==> src/rtl/dbg_entry_ctrl_pkg.sv <==
// Shared encodings for the debug entry controller: halt causes, FSM states, capture-PC select.
package dbg_entry_ctrl_pkg;

    localparam logic [2:0] CAUSE_NONE    = 3'd0;
    localparam logic [2:0] CAUSE_EBREAK  = 3'd1;
    localparam logic [2:0] CAUSE_TRIGGER = 3'd2;
    localparam logic [2:0] CAUSE_HALTREQ = 3'd3;
    localparam logic [2:0] CAUSE_STEP    = 3'd4;

    localparam logic [2:0] ST_RUN    = 3'd0;
    localparam logic [2:0] ST_STEP   = 3'd1;
    localparam logic [2:0] ST_FLUSH  = 3'd2;
    localparam logic [2:0] ST_HALTED = 3'd3;
    localparam logic [2:0] ST_RESUME = 3'd4;

    typedef enum logic [1:0] {
        PC_SEL_MEM = 2'd0,
        PC_SEL_EX  = 2'd1,
        PC_SEL_RET = 2'd2
    } pc_sel_e;

endpackage

==> src/rtl/dbg_cause_enc.sv <==
// Priority encoder over the halt sources: trigger > ebreak > haltreq > step.
module dbg_cause_enc
    import dbg_entry_ctrl_pkg::*;
(
    input  logic       i_breakpoint,
    input  logic       i_ebreak,
    input  logic       i_haltreq,
    input  logic       i_step_retire,
    output logic       o_entry,
    output logic [2:0] o_cause,
    output pc_sel_e    o_pc_sel
);

    always_comb begin
        o_entry  = 1'b1;
        o_cause  = CAUSE_NONE;
        o_pc_sel = PC_SEL_EX;
        if (i_breakpoint) begin
            o_cause  = CAUSE_TRIGGER;
            o_pc_sel = PC_SEL_MEM;
        end else if (i_ebreak) begin
            o_cause  = CAUSE_EBREAK;
        end else if (i_haltreq) begin
            o_cause  = CAUSE_HALTREQ;
        end else if (i_step_retire) begin
            o_cause  = CAUSE_STEP;
            o_pc_sel = PC_SEL_RET;
        end else begin
            o_entry  = 1'b0;
        end
    end

endmodule

==> src/rtl/dbg_entry_ctrl.sv <==
// Debug-mode entry/exit FSM; owns dpc and dcsr.cause.
//   RUN    | normal execution, halt sources armed
//   STEP   | single instruction running, next retire re-halts
//   FLUSH  | entry taken, draining pipeline
//   HALTED | core halted, debugger may write dpc
//   RESUME | one-cycle redirect to dpc with resumeack
module dbg_entry_ctrl
    import dbg_entry_ctrl_pkg::*;
#(
    parameter int ADDR_WIDTH = 32
) (
    input  logic                  cpu_clk,
    input  logic                  cpu_rst,
    input  logic                  breakpoint,
    input  logic [ADDR_WIDTH-1:0] pc_mem,
    input  logic                  ebreak_ex,
    input  logic [ADDR_WIDTH-1:0] pc_ex,
    input  logic                  haltreq,
    input  logic                  resumereq,
    input  logic                  dcsr_step,
    input  logic                  retire_valid,
    input  logic [ADDR_WIDTH-1:0] retire_next_pc,
    input  logic                  pipe_empty,
    input  logic                  dpc_wr_en,
    input  logic [ADDR_WIDTH-1:0] dpc_wr_data,
    output logic                  dbg_mode,
    output logic                  pipe_flush,
    output logic                  halted,
    output logic                  resumeack,
    output logic                  redirect_valid,
    output logic [ADDR_WIDTH-1:0] redirect_pc,
    output logic [ADDR_WIDTH-1:0] dpc,
    output logic [2:0]            dcsr_cause
);

    logic [2:0]            r_state;
    logic [ADDR_WIDTH-1:0] r_dpc;
    logic [2:0]            r_cause;

    logic                  w_armed;
    logic                  w_step_retire;
    logic                  w_enc_entry;
    logic [2:0]            w_enc_cause;
    pc_sel_e               w_pc_sel;
    logic [ADDR_WIDTH-1:0] w_capture_pc;

    assign w_armed       = (r_state == ST_RUN) || (r_state == ST_STEP);
    assign w_step_retire = (r_state == ST_STEP) && retire_valid;

    dbg_cause_enc u_cause_enc (
        .i_breakpoint  (breakpoint),
        .i_ebreak      (ebreak_ex),
        .i_haltreq     (haltreq),
        .i_step_retire (w_step_retire),
        .o_entry       (w_enc_entry),
        .o_cause       (w_enc_cause),
        .o_pc_sel      (w_pc_sel)
    );

    always_comb begin
        w_capture_pc = pc_ex;
        case (w_pc_sel)
            PC_SEL_MEM: w_capture_pc = pc_mem;
            PC_SEL_RET: w_capture_pc = retire_next_pc;
            default:    w_capture_pc = pc_ex;
        endcase
    end

    always_ff @(posedge cpu_clk) begin
        if (cpu_rst) begin
            r_state <= ST_RUN;
            r_dpc   <= '0;
            r_cause <= CAUSE_NONE;
        end else begin
            case (r_state)
                ST_RUN, ST_STEP: begin
                    if (w_armed && w_enc_entry) begin
                        r_dpc   <= w_capture_pc;
                        r_cause <= w_enc_cause;
                        r_state <= ST_FLUSH;
                    end
                end
                ST_FLUSH: begin
                    if (pipe_empty) r_state <= ST_HALTED;
                end
                ST_HALTED: begin
                    // dpc is only debugger-writable while halted
                    if (dpc_wr_en) r_dpc <= dpc_wr_data;
                    if (resumereq) r_state <= ST_RESUME;
                end
                ST_RESUME: begin
                    r_state <= dcsr_step ? ST_STEP : ST_RUN;
                end
                default: r_state <= ST_RUN;
            endcase
        end
    end

    assign dbg_mode       = (r_state == ST_FLUSH) || (r_state == ST_HALTED) ||
                            (r_state == ST_RESUME);
    assign pipe_flush     = (r_state == ST_FLUSH);
    assign halted         = (r_state == ST_HALTED);
    assign resumeack      = (r_state == ST_RESUME);
    assign redirect_valid = (r_state == ST_RESUME);
    assign redirect_pc    = r_dpc;
    assign dpc            = r_dpc;
    assign dcsr_cause     = r_cause;

endmodule

==> config.mk <==
export PLATFORM = sky130hd
export DESIGN_NAME = dbg_entry_ctrl
export DESIGN_NICKNAME = d
export VERILOG_FILES = /design/src/rtl/dbg_entry_ctrl_pkg.sv /design/src/rtl/dbg_cause_enc.sv /design/src/rtl/dbg_entry_ctrl.sv
export SDC_FILE = /design/constraint.sdc
export NUM_CORES = 1
export LEC_CHECK = 0
export ABC_AREA = 1
export CAP_MARGIN = 20
export CORE_UTILIZATION = 48
export CTS_CLUSTER_DIAMETER = 100
export DETAILED_ROUTE_END_ITERATION = 10
export DONT_BUFFER_PORTS = 1
export PLACE_DENSITY_LB_ADDON = 0.08
export SLEW_MARGIN = 20
export SYNTH_ARGS = -nofsm -noshare
export SYNTH_HDL_FRONTEND = slang
export SYNTH_SLANG_ARGS = --single-unit
==> constraint.sdc <==
create_clock -name cpu_clk -period 1.55 [get_ports cpu_clk]
set_input_delay 0.31 -clock cpu_clk [delete_from_list [all_inputs] [get_ports cpu_clk]]
set_output_delay 0.31 -clock cpu_clk [all_outputs]
set_load 0.005 [all_outputs]
==> results by group, run 1 <==
Layout
  – Multi-input logic area: 1760 µm²
  – P&R area growth vs syn: -1.67%
  – Net count, final: 566
  – Filler cells: 643
  – # diodes: 0
  – Layout cells sized above 1: 22.4%
  – Register area: 763 µm²

Yosys
  – Synthesis warning total: 0
  – Post-synth cell types: 25
  – Sequential area share after synthesis: 25.4%
  – Number of synthesized register bits: 38
  – Post-synth EDFFs: 0
  – Mapped cell area: 2990 µm²
  – Cell taking the most area after synthesis: nand2_1
  – Ys async rst share: 0%
  – Ranking of synthesized cells by area: nand2_1 26%, dfxtp_1 25%, a21oi_2 17%
  – Most common cell in the netlist: nand2_1
  – Most used flip-flop cell after synthesis: dfxtp_1
  – Mapped Cells: 468
  – Post-synth top cells: 204 x nand2_1, 67 x nor2_1, 58 x a21oi_2
  – Synthesized net count: 606
  – Top cell type's share of synthesized area: 25.6%
  – Synth Area per Inst: 6.40 µm²

Global route
  – First-pass GRT wire length: 10.4 mm
  – Gr ovfl total: 0
  – Largest net degree at the start of global routing: 39
  – Initial antenna violation count: 0
  – Number of global-route vias before repair: 2292
  – Gr usage total: 20.7%

STA
  – Final hold violations: 0
  – Slew HR: 85.1%
  – Minimum clock period: 1.47 ns
  – Slew @ Worst Pin: 0.224 ns
  – # setup viols final: 0
  – Final setup skew: 0.00419 ns
  – Fmax: 682 MHz
  – Final Max Tran Viols: 0
  – RSZ-0062 raised after global routing: no
  – Setup TNS: 0 ns
  – Fin crit share: 94.6%

Setup path
  – Critical path type: register to output port
  – Reg2Reg Depth: 8
  – CP max-delay cell: dfxtp_1
  – CP endpoint kind: output port
  – Crit-path max FO: 3
  – CP startpoint: r_state[0]$_SDFFE_PP0P_
  – Worst path required time: 1.24 ns
  – R2r setup slk: 0.14 ns
  – FF-to-FF Start: r_state[1]$_SDFFE_PP0P_
  – Setup crit end: dbg_mode
  – Worst Path Arrival: 1.16 ns
  – Ordered cell list for the critical path: buf_4 -> nor3_2 -> o21bai_2
  – Crit Reg-Reg Endpoint: dpc[1]$_SDFFE_PP0P_
  – Max stage delay on crit path: 0.34 ns
  – Startpoint types: register

Placed design
  – Input/output buffers: 0
  – DP Wirelength: 5.12 mm
  – Gp weighted congestion: 0.802

Floorplanning
  – Core area: 5960 µm²
  – Rows: 28
  – Die footprint: 6560 µm²
  – I/O pins: 210
  – Initial core utilization: 50.3%
  – Die Y: 81.0 µm
  – Die Wd: 81.0 µm

Drt
  – DRC: 0
  – Total number of vias: 2570
  – Antenna Nets Post-Route: 0
  – Initial DRC Count: 85
  – Total wire length: 6.99 mm
  – Wire per inst: 13.9 µm
  – 1st-pass router iterations: 4
  – Vias per cell: 5.10

Clock network
  – Clk root buf: clkbuf_8
  – TritonCTS buffer count: 5
  – Post-CTS setup buffer count: 0
  – CTS Hold Bufs: 0
  – Clock Latency Late Sink: 0.28 ns
  – Clock Tree Buf Depth: 2
  – Clock transition at path regs: 0.07 ns
  – Clock sink count: 38
  – H-tree depth: 2
  – CTS tree: built

Status
  – Status: finished, final reports clean

Pwr
  – Max VDD drop: 0.505 mV
  – Power per Cell Area: 1080 nW/µm²
  – Static leakage: 0.00143 µW
  – Total power: 3190 µW

Min path
  – Worst min path class: input port to register

Flow run
  – Max-cap violations: 0
==> flip-flops by register name (all words and copies together) (netlist names) <==
name        count
dcsr_cause      3
r_state         3
dpc            32
==> cells by family after synthesis <==
group           Yosys count  share of synthesized area [%]
flops                    38                           25.4
buf+inv                  71                           16.2
simple gates            287                           39.0
compound gates           72                           19.4
==> worst min path at each step <==
stage                                           from                          to  slack (ns)  cells after the start
final                                        cpu_rst        dpc[24]$_SDFFE_PP0P_        0.08                      1
after global routing                         cpu_rst        dpc[24]$_SDFFE_PP0P_        0.06                      1
after CTS                                    cpu_rst        dpc[24]$_SDFFE_PP0P_        0.07                      1
after detailed placement                     cpu_rst        dpc[24]$_SDFFE_PP0P_        0.38                      1
after global placement                       cpu_rst        dpc[24]$_SDFFE_PP0P_        0.38                      1
after floorplan           dcsr_cause[1]$_SDFFE_PP0P_  dcsr_cause[1]$_SDFFE_PP0P_        0.46                      2
==> critical path: cells and delay by family (launching register included) <==
kind,cells,cell delay [ns]
and+or+nand+nor,1,0.20
AOI/OAI and AO/OA,1,0.17
buffers and inverters,1,0.16
DFF,1,0.34
==> through the flow <==
stage | utilization [%] | hold WS [ns] | setup slack, ns | instance area (µm²) | instances
detailed placement | 47.7 | 0.378 | 0.0888 | 2840 | 496
finish | 49.4 | 0.0767 | 0.0836 | 2940 | 504
global route | 49.4 | 0.0560 | 0.00718 | 2940 | 504
floorplan | - | 0.456 | 0.160 | 2990 | 468
global placement | 47.7 | 0.377 | 0.127 | 2840 | 496
CTS | 49.3 | 0.0684 | 0.0467 | 2940 | 504
==> layout by cell type, fill, tap and decap left out, types with 4 or more instances in the layout <==
master / count
a21oi_1: 11
a21oi_2: 58
buf_12: 8
buf_4: 5
clkbuf_8: 6
dfxtp_1: 36
inv_1: 6
inv_2: 4
nand2_1: 204
nor2_1: 67
==> layout make-up <==
class                   instances  share of cell area (%)
clock inverters                 1                   0.170
inverters                      11                    1.40
flip-flops and latches         38                    25.9
clock buffers                   7                    2.93
multi-input cells             359                    59.7
repair buffers                 13                    6.71
well taps                      75                    3.19
==> per-layer routing <==
metal / vias up / wire (µm) / track usage [%]
li1: 1338 / - / -
met1: 1103 / 2930 / 23.2
met3: 10 / 575 / 6.29
met5: - / 0 / 0
met4: 0 / 79 / 7.14
met2: 119 / 3400 / 36.8
==> timing repair <==
action / 4_1_cts / 5_1_grt
setup endpoints to repair: 1 / 37
gates resized for setup: 1 / 3
pin swaps: 0 / 0
==> where the power goes <==
| part | leakage [µW] | internal [µW] | switching (µW) |
|---|---|---|---|
| Combinational | 0.00107 | 476 | 674 |
| Sequential | 0.000314 | 1140 | 204 |
| Clock | 0.0000482 | 359 | 332 |
No activity file was read; power rests on OpenSTA's default activity.
==> run 2: changes to the inputs <==
--- a/config.mk
+++ b/config.mk
@@ -11,6 +11,7 @@
 export CTS_CLUSTER_DIAMETER = 100
 export DETAILED_ROUTE_END_ITERATION = 10
 export DONT_BUFFER_PORTS = 1
+export GPL_TIMING_DRIVEN = 0
 export PLACE_DENSITY_LB_ADDON = 0.08
 export SLEW_MARGIN = 20
 export SYNTH_ARGS = -nofsm -noshare
==> run 2 against run 1 <==
Against the previous run: critical endpoint is now dpc[21]$_SDFFE_PP0P_; first-iteration DRC count is 4.7% higher; power is 9.0% higher; setup slack lost 0.041 ns; sequential share of layout area shrank 2.6 points; largest power group is now combinational logic; global-route usage is 3.0 points higher; clock skew increased by 0.0070 ns; die area unchanged; largest cell class unchanged.
==> results by group, run 2 (synthesized netlist as in run 1, its figures left out) <==
Setup path
  – Critical path type: register to register (was register to output port)
  – CP most frequent cell: nand2_1
  – Reg2Reg Depth: 9 (was 8)
  – CP endpoint kind: register (was output port)
  – Worst Path Arrival: 1.64 ns (was 1.16 ns)
  – Max stage delay on crit path: 0.37 ns (was 0.34 ns)
  – Crit-path max FO: 10 (was 3)
  – Ordered cell list for the critical path: nor2_4 -> nand2_4 -> nor2_8 -> nor2_8 -> buf_8 -> nand2_1 -> nand2_1 -> nand2_1 -> a21oi_2 (was buf_4 -> nor3_2 -> o21bai_2)
  – CP max-delay cell: dfxtp_4 (was dfxtp_1)
  – FF-to-FF Start: r_state[1]$_SDFFE_PP0P_ (unchanged)
  – Crit Reg-Reg Endpoint: dpc[21]$_SDFFE_PP0P_ (was dpc[1]$_SDFFE_PP0P_)
  – CP startpoint: r_state[1]$_SDFFE_PP0P_ (was r_state[0]$_SDFFE_PP0P_)
  – Delay-heaviest family, CP: simple AND/OR/NAND/NOR gates (was flip-flops)
  – CP bufs+invs: 1 (unchanged)
  – Worst path required time: 1.68 ns (was 1.24 ns)
  – R2r setup slk: 0.04 ns (was 0.14 ns)
  – Setup crit end: dpc[21]$_SDFFE_PP0P_ (was dbg_mode)
  – Startpoint types: register (unchanged)
  – Crit path depth: 9 (was 3)

Layout
  – P&R area growth vs syn: 9.69% (was -1.67%)
  – Final Cell Area: 3280 µm² (was 2940 µm²)
  – Filler cells: 624 (was 643)
  – # diodes: 0 (unchanged)
  – Layout cells sized above 1: 31.0% (was 22.4%)
  – Most frequent cells in the layout: 197 x nand2_1, 66 x nor2_1, 58 x a21oi_2 (was 204 x nand2_1, 67 x nor2_1, 58 x a21oi_2)
  – Max FFs per register: 32 (unchanged)
  – Net count, final: 618 (was 566)
  – Finished Core Util: 55.1% (was 49.4%)
  – Most common cell after layout, fill and taps aside: nand2_1 (unchanged)

Placed design
  – DP Wirelength: 6.18 mm (was 5.12 mm)
  – Input/output buffers: 0 (unchanged)
  – Dpl cell area: 3090 µm² (was 2840 µm²)
  – Gp weighted congestion: 0.859 (was 0.802)
  – Place WS: -0.119 ns (was 0.0888 ns)

Drt
  – 1st-pass router iterations: 4 (unchanged)
  – Antenna Nets Post-Route: 0 (unchanged)
  – Initial DRC Count: 89 (was 85)
  – Vias per cell: 5.18 (was 5.10)
  – DRC: 0 (unchanged)
  – Wire per inst: 14.5 µm (was 13.9 µm)
  – Total wire length: 8.08 mm (was 6.99 mm)
  – Total number of vias: 2878 (was 2570)

Floorplanning
  – Die Wd: 81.0 µm (unchanged)
  – I/O pins: 210 (unchanged)
  – Die Y: 81.0 µm (unchanged)
  – Initial core utilization: 50.3% (unchanged)
  – Rows: 28 (unchanged)
  – Core area: 5960 µm² (unchanged)
  – Die footprint: 6560 µm² (unchanged)

Global route
  – First-pass GRT wire length: 11.8 mm (was 10.4 mm)
  – Initial antenna violation count: 0 (unchanged)
  – Number of global-route vias before repair: 2511 (was 2292)
  – Largest net degree at the start of global routing: 12 (was 39)
  – Gr usage total: 23.7% (was 20.7%)
  – Gr ovfl total: 0 (unchanged)

Clock network
  – Clk root buf: clkbuf_8 (unchanged)
  – Clock Tree Buf Depth: 2 (unchanged)
  – H-tree depth: 2 (unchanged)
  – CTS Hold Bufs: 0 (unchanged)
  – Clock Latency Late Sink: 0.28 ns (about the same)
  – Clock transition at path regs: 0.08 ns (was 0.07 ns)
  – Clock sink count: 38 (unchanged)
  – CTS tree: built (unchanged)
  – TritonCTS buffer count: 5 (unchanged)

STA
  – Fin crit share: 97.2% (was 94.6%)
  – Final setup skew: 0.0112 ns (was 0.00419 ns)
  – Final worst slack: 0.0427 ns (was 0.0836 ns)
  – RSZ-0062 raised after global routing: yes (was no)
  – Setup TNS: 0 ns (unchanged)
  – Slew HR: 52.6% (was 85.1%)
  – Fmax: 663 MHz (was 682 MHz)
  – Slew @ Worst Pin: 0.711 ns (was 0.224 ns)
  – Final hold violations: 0 (unchanged)
  – Final Max Tran Viols: 0 (unchanged)
  – # setup viols final: 0 (unchanged)
  – Minimum clock period: 1.51 ns (was 1.47 ns)

Min path
  – Worst min path class: input port to register (unchanged)

Flow run
  – Max-cap violations: 0 (unchanged)

Status
  – Status: finished, final reports clean (unchanged)

Pwr
  – Static leakage: 0.00164 µW (was 0.00143 µW)
  – Max VDD drop: 0.447 mV (was 0.505 mV)
  – Power per Cell Area: 1060 nW/µm² (was 1080 nW/µm²)
  – Total power: 3470 µW (was 3190 µW)
==> run 2: changes by cell type in the layout (fill, tap and decap cells not counted), sizes merged <==
| cell | delta |
|---|---|
| buf | +40 |
| clkbuf | +12 |
==> run 2: area by class of cell <==
class	count	area [µm²]	share of cell area, %
inverter	11	41.3	1.26
buffer	60	480	14.6
clock inverter	1	5.00	0.152
tap	75	93.8	2.86
clock buffer	7	86.3	2.63
multi-input combinational	359	1770	54.0
timing repair buffer	5	37.5	1.14
sequential	38	767	23.4
==> run 2: per-layer routing <==
metal | share of wire (%) | GRT usage (%) | vias up | wire [µm]
li1 | - | - | 1440 | -
met2 | 49 | 42.4 | 145 | 3930
met1 | 42 | 28.0 | 1285 | 3410
met4 | 0.92 | 6.07 | 0 | 74
met5 | 0 | 0 | - | 0
met3 | 8.2 | 5.84 | 8 | 662
==> run 2: per-stage QoR <==
stage,std cells,hold slack (ns)
final,556,0.255
after global routing,556,0.253
after CTS,555,0.254
after detailed placement,543,0.479
after global placement,543,0.478
after floorplan,468,0.456
==> run 2: worst min path at each step <==
stage / start / endpoint / slack [ns] / cells after the start
CTS: pc_ex[10] / dpc[10]$_SDFFE_PP0P_ / 0.25 / 4
global placement: dcsr_cause[1]$_SDFFE_PP0P_ / dcsr_cause[1]$_SDFFE_PP0P_ / 0.48 / 2
floorplan: dcsr_cause[1]$_SDFFE_PP0P_ / dcsr_cause[1]$_SDFFE_PP0P_ / 0.46 / 2
finish: pc_ex[8] / dpc[8]$_SDFFE_PP0P_ / 0.26 / 4
detailed placement: dcsr_cause[1]$_SDFFE_PP0P_ / dcsr_cause[1]$_SDFFE_PP0P_ / 0.48 / 2
global route: pc_ex[0] / dpc[0]$_SDFFE_PP0P_ / 0.25 / 4
==> run 2: tightest hold or removal path, stage by stage <==
cell,delay [ns]
nand2_1,0.04
nand2_1,0.04
nand2_1,0.06
a21oi_2,0.04
==> run 2: where the power goes <==
group	internal, µW	total (µW)	switching, µW
clock	359	697	338
sequential	1140	1330	187
combinational	636	1440	807
total	2140	3470	1330
==> run 2: what timing repair did <==
action                     4_1_cts  5_1_grt
setup endpoints to repair       30       31
buffers inserted                 4        1
pin swaps                        2        2
gates resized for setup          5       25
gates cloned                     0        0
==> run 3: changes to the inputs <==
--- a/config.mk
+++ b/config.mk
@@ -16,4 +16,5 @@
 export SLEW_MARGIN = 20
 export SYNTH_ARGS = -nofsm -noshare
 export SYNTH_HDL_FRONTEND = slang
+export SYNTH_HIERARCHICAL = 1
 export SYNTH_SLANG_ARGS = --single-unit
==> run 3 against run 2 <==
Against the previous run: the flow now finishes with violations (setup timing); sequential cell count unchanged; setup slack got worse by 0.33 ns; register-to-register slack got worse by 0.33 ns; clock skew decreased by 0.0046 ns; via count increased by 10%; cell count increased by 9.9%; critical path depth increased by 5; final area increased by 9.7%; sequential share of layout area decreased by 2.0 points; first-iteration DRC count increased by 27%; non-clock buffer count increased by 12; utilization increased by 5.3 points; highest routed layer unchanged.
==> results by group, run 3 <==
Status
  – Failing checks: setup timing
  – Status: finished, violations left (was finished, final reports clean)

Yosys
  – Sequential area share after synthesis: 25.6% (was 25.4%)
  – Top cell type's share of synthesized area: 25.6% (about the same)
  – Mapped Cells: 515 (was 468)
  – Synthesis warning total: 6 (was 0)
  – Post-synth EDFFs: 0 (unchanged)
  – Ys async rst share: 0% (unchanged)
  – Ranking of synthesized cells by area: dfxtp_1 26%, nand2_1 22%, nor2_1 10% (was nand2_1 26%, dfxtp_1 25%, a21oi_2 17%)
  – Synth Area per Inst: 5.77 µm² (was 6.40 µm²)
  – Most common cell in the netlist: nand2_1 (unchanged)
  – Cell taking the most area after synthesis: dfxtp_1 (was nand2_1)
  – Post-synth top cells: 173 x nand2_1, 79 x nor2_1, 44 x inv_1 (was 204 x nand2_1, 67 x nor2_1, 58 x a21oi_2)
  – Most used flip-flop cell after synthesis: dfxtp_1 (unchanged)
  – Mapped cell area: 2970 µm² (was 2990 µm²)
  – Post-synth cell types: 22 (was 25)
  – Synthesized net count: 653 (was 606)
  – Number of synthesized register bits: 38 (unchanged)

Placed design
  – Input/output buffers: 0 (unchanged)
  – DP Wirelength: 6.67 mm (was 6.18 mm)
  – Dpl cell area: 3140 µm² (was 3090 µm²)
  – Gp weighted congestion: 0.795 (was 0.859)

Drt
  – 1st-pass router iterations: 4 (unchanged)
  – Met2 wire len: 4.86 mm (was 3.93 mm)
  – Total number of vias: 3165 (was 2878)
  – Wire per inst: 15.6 µm (was 14.5 µm)
  – Vias per cell: 5.18 (about the same)
  – Top routing layer in use: met4 (unchanged)
  – Antenna Nets Post-Route: 0 (unchanged)
  – Initial DRC Count: 113 (was 89)
  – Wire length on met3: 639 µm (was 662 µm)
  – DRC: 0 (unchanged)
  – Met1 WL: 3.92 mm (was 3.41 mm)
  – Total wire length: 9.54 mm (was 8.08 mm)

Setup path
  – Worst Path Arrival: 2.06 ns (was 1.64 ns)
  – Crit-path max FO: 5 (was 10)
  – CP endpoint kind: register (unchanged)
  – Startpoint types: register (unchanged)
  – Worst path required time: 1.77 ns (was 1.68 ns)
  – Critical path type: register to register (unchanged)

STA
  – Final hold violations: 0 (unchanged)
  – Final worst slack: -0.285 ns (was 0.0427 ns)
  – # setup viols final: 37 (was 0)
  – Slew HR: 69.4% (was 52.6%)
  – Fmax: 545 MHz (was 663 MHz)
  – Minimum clock period: 1.84 ns (was 1.51 ns)
  – Final setup skew: 0.00665 ns (was 0.0112 ns)
  – Fin crit share: 118% (was 97.2%)
  – Final Max Tran Viols: 0 (unchanged)
  – RSZ-0062 raised after global routing: yes (unchanged)
  – Slew @ Worst Pin: 0.459 ns (was 0.711 ns)

Layout
  – Most frequent cells in the layout: 154 x nand2_1, 76 x nor2_1, 42 x inv_1 (was 197 x nand2_1, 66 x nor2_1, 58 x a21oi_2)
  – Net count, final: 674 (was 618)
  – Filler cells: 635 (was 624)
  – Final Cell Area: 3600 µm² (was 3280 µm²)
  – Most common cell after layout, fill and taps aside: nand2_1 (unchanged)
  – # diodes: 0 (unchanged)
  – Max FFs per register: 32 (unchanged)
  – Layout cells sized above 1: 26.5% (was 31.0%)
  – P&R area growth vs syn: 21.1% (was 9.69%)

Floorplanning
  – Die Wd: 80.7 µm (was 81.0 µm)
  – Rows: 28 (unchanged)
  – Initial core utilization: 49.9% (was 50.3%)
  – Die Y: 80.7 µm (was 81.0 µm)
  – Die footprint: 6510 µm² (was 6560 µm²)
  – Core area: 5960 µm² (unchanged)
  – I/O pins: 210 (unchanged)

Clock network
  – Clk root buf: clkbuf_8 (unchanged)
  – TritonCTS buffer count: 5 (unchanged)
  – CTS tree: built (unchanged)
  – Clock Tree Buf Depth: 2 (unchanged)
  – Clock transition at path regs: 0.07 ns (was 0.08 ns)
  – Clock sink count: 38 (unchanged)
  – Clock Latency Late Sink: 0.29 ns (was 0.28 ns)
  – H-tree depth: 2 (unchanged)

Global route
  – Largest net degree at the start of global routing: 11 (was 12)
  – Gr usage total: 26.7% (was 23.7%)
  – First-pass GRT wire length: 13.0 mm (was 11.8 mm)
  – Gr ovfl total: 0 (unchanged)
  – Number of global-route vias before repair: 2790 (was 2511)
  – Initial antenna violation count: 0 (unchanged)

Flow run
  – Max-cap violations: 0 (unchanged)

Pwr
  – Static leakage: 0.00195 µW (was 0.00164 µW)
  – Max VDD drop: 0.420 mV (was 0.447 mV)
  – Total power: 3140 µW (was 3470 µW)
  – Power per Cell Area: 871 nW/µm² (was 1060 nW/µm²)

Min path
  – Worst min path class: input port to register (unchanged)
[run 3: timing repair]
item                                    4_1_cts  5_1_grt
endpoints found under the setup margin       37       38
gates resized for setup                      15       65
setup buffers                                 6        2
hold buffers                                  0        0
pin swaps                                     3       11
gates cloned                                  3        3
[run 3: report_power, final]
group | total (µW) | switching [µW] | internal (µW)
clock network | 654 | 344 | 310
registers | 1270 | 152 | 1120
logic | 1210 | 652 | 558
[run 3: cell families (layout without fill, tap and decap cells)]
family / count (synthesis) / count (layout) / synth area share, %
compound gates: 39 / 39 / 6.56
buf+inv: 110 / 131 / 20.1
simple gates: 328 / 328 / 47.7
flops: 38 / 38 / 25.6
[run 3: worst paths after layout]
| kind | startpoint | slack [ns] | cells after the start | endpoint |
|---|---|---|---|---|
| setup reg to reg | r_state[1]$_SDFFE_PP0P_ | -0.29 | 14 | dpc[31]$_SDFFE_PP0P_ |
| setup / recovery | r_state[1]$_SDFFE_PP0P_ | -0.29 | 14 | dpc[31]$_SDFFE_PP0P_ |
| hold reg to reg | dcsr_cause[1]$_SDFFE_PP0P_ | 0.53 | 2 | dcsr_cause[1]$_SDFFE_PP0P_ |
| hold / removal | cpu_rst | 0.08 | 1 | r_state[2]$_SDFFE_PP0P_ |
[run 3: area by class of cell]
cell class / instances / area, µm² / area share [%]
inverter: 47 / 176 / 4.90
tap: 75 / 93.8 / 2.61
multi-input combinational: 367 / 1850 / 51.4
clock buffer: 7 / 76.3 / 2.12
buffer: 63 / 473 / 13.1
timing repair buffer: 14 / 164 / 4.55
sequential: 38 / 768 / 21.3
[run 3: metrics by stage]
stage / hold slack (ns) / util [%] / setup slack [ns] / setup TNS [ns] / instances
after floorplan: 0.379 / - / -0.0568 / -1.73 / 515
after global placement: 0.380 / 52.6 / -0.308 / -8.81 / 590
after detailed placement: 0.383 / 52.6 / -0.352 / -9.79 / 590
after CTS: 0.0795 / 56.0 / -0.229 / -6.97 / 606
after global routing: 0.0660 / 60.5 / -0.400 / -13.36 / 611
final: 0.0845 / 60.5 / -0.285 / -8.57 / 611
[run 3: critical path, stage by stage, from the launching register on]
cell and delay, ns:
dfxtp_4 0.35, nor2_4 0.12, and3_4 0.19, inv_2 0.04, nor2_1 0.08, and2_4 0.15
buf_6 0.10, inv_2 0.04, nor2_4 0.14, buf_6 0.13, buf_6 0.12, nand2_1 0.05
nand3_1 0.06, nand2_1 0.06, a21oi_1 0.12
[run 3: routing by layer]
layer	vias to the layer above	GRT usage (%)
met2	129	48.9
li1	1590	-
met5	-	0
met4	0	7.50
met1	1435	31.0
met3	11	5.57
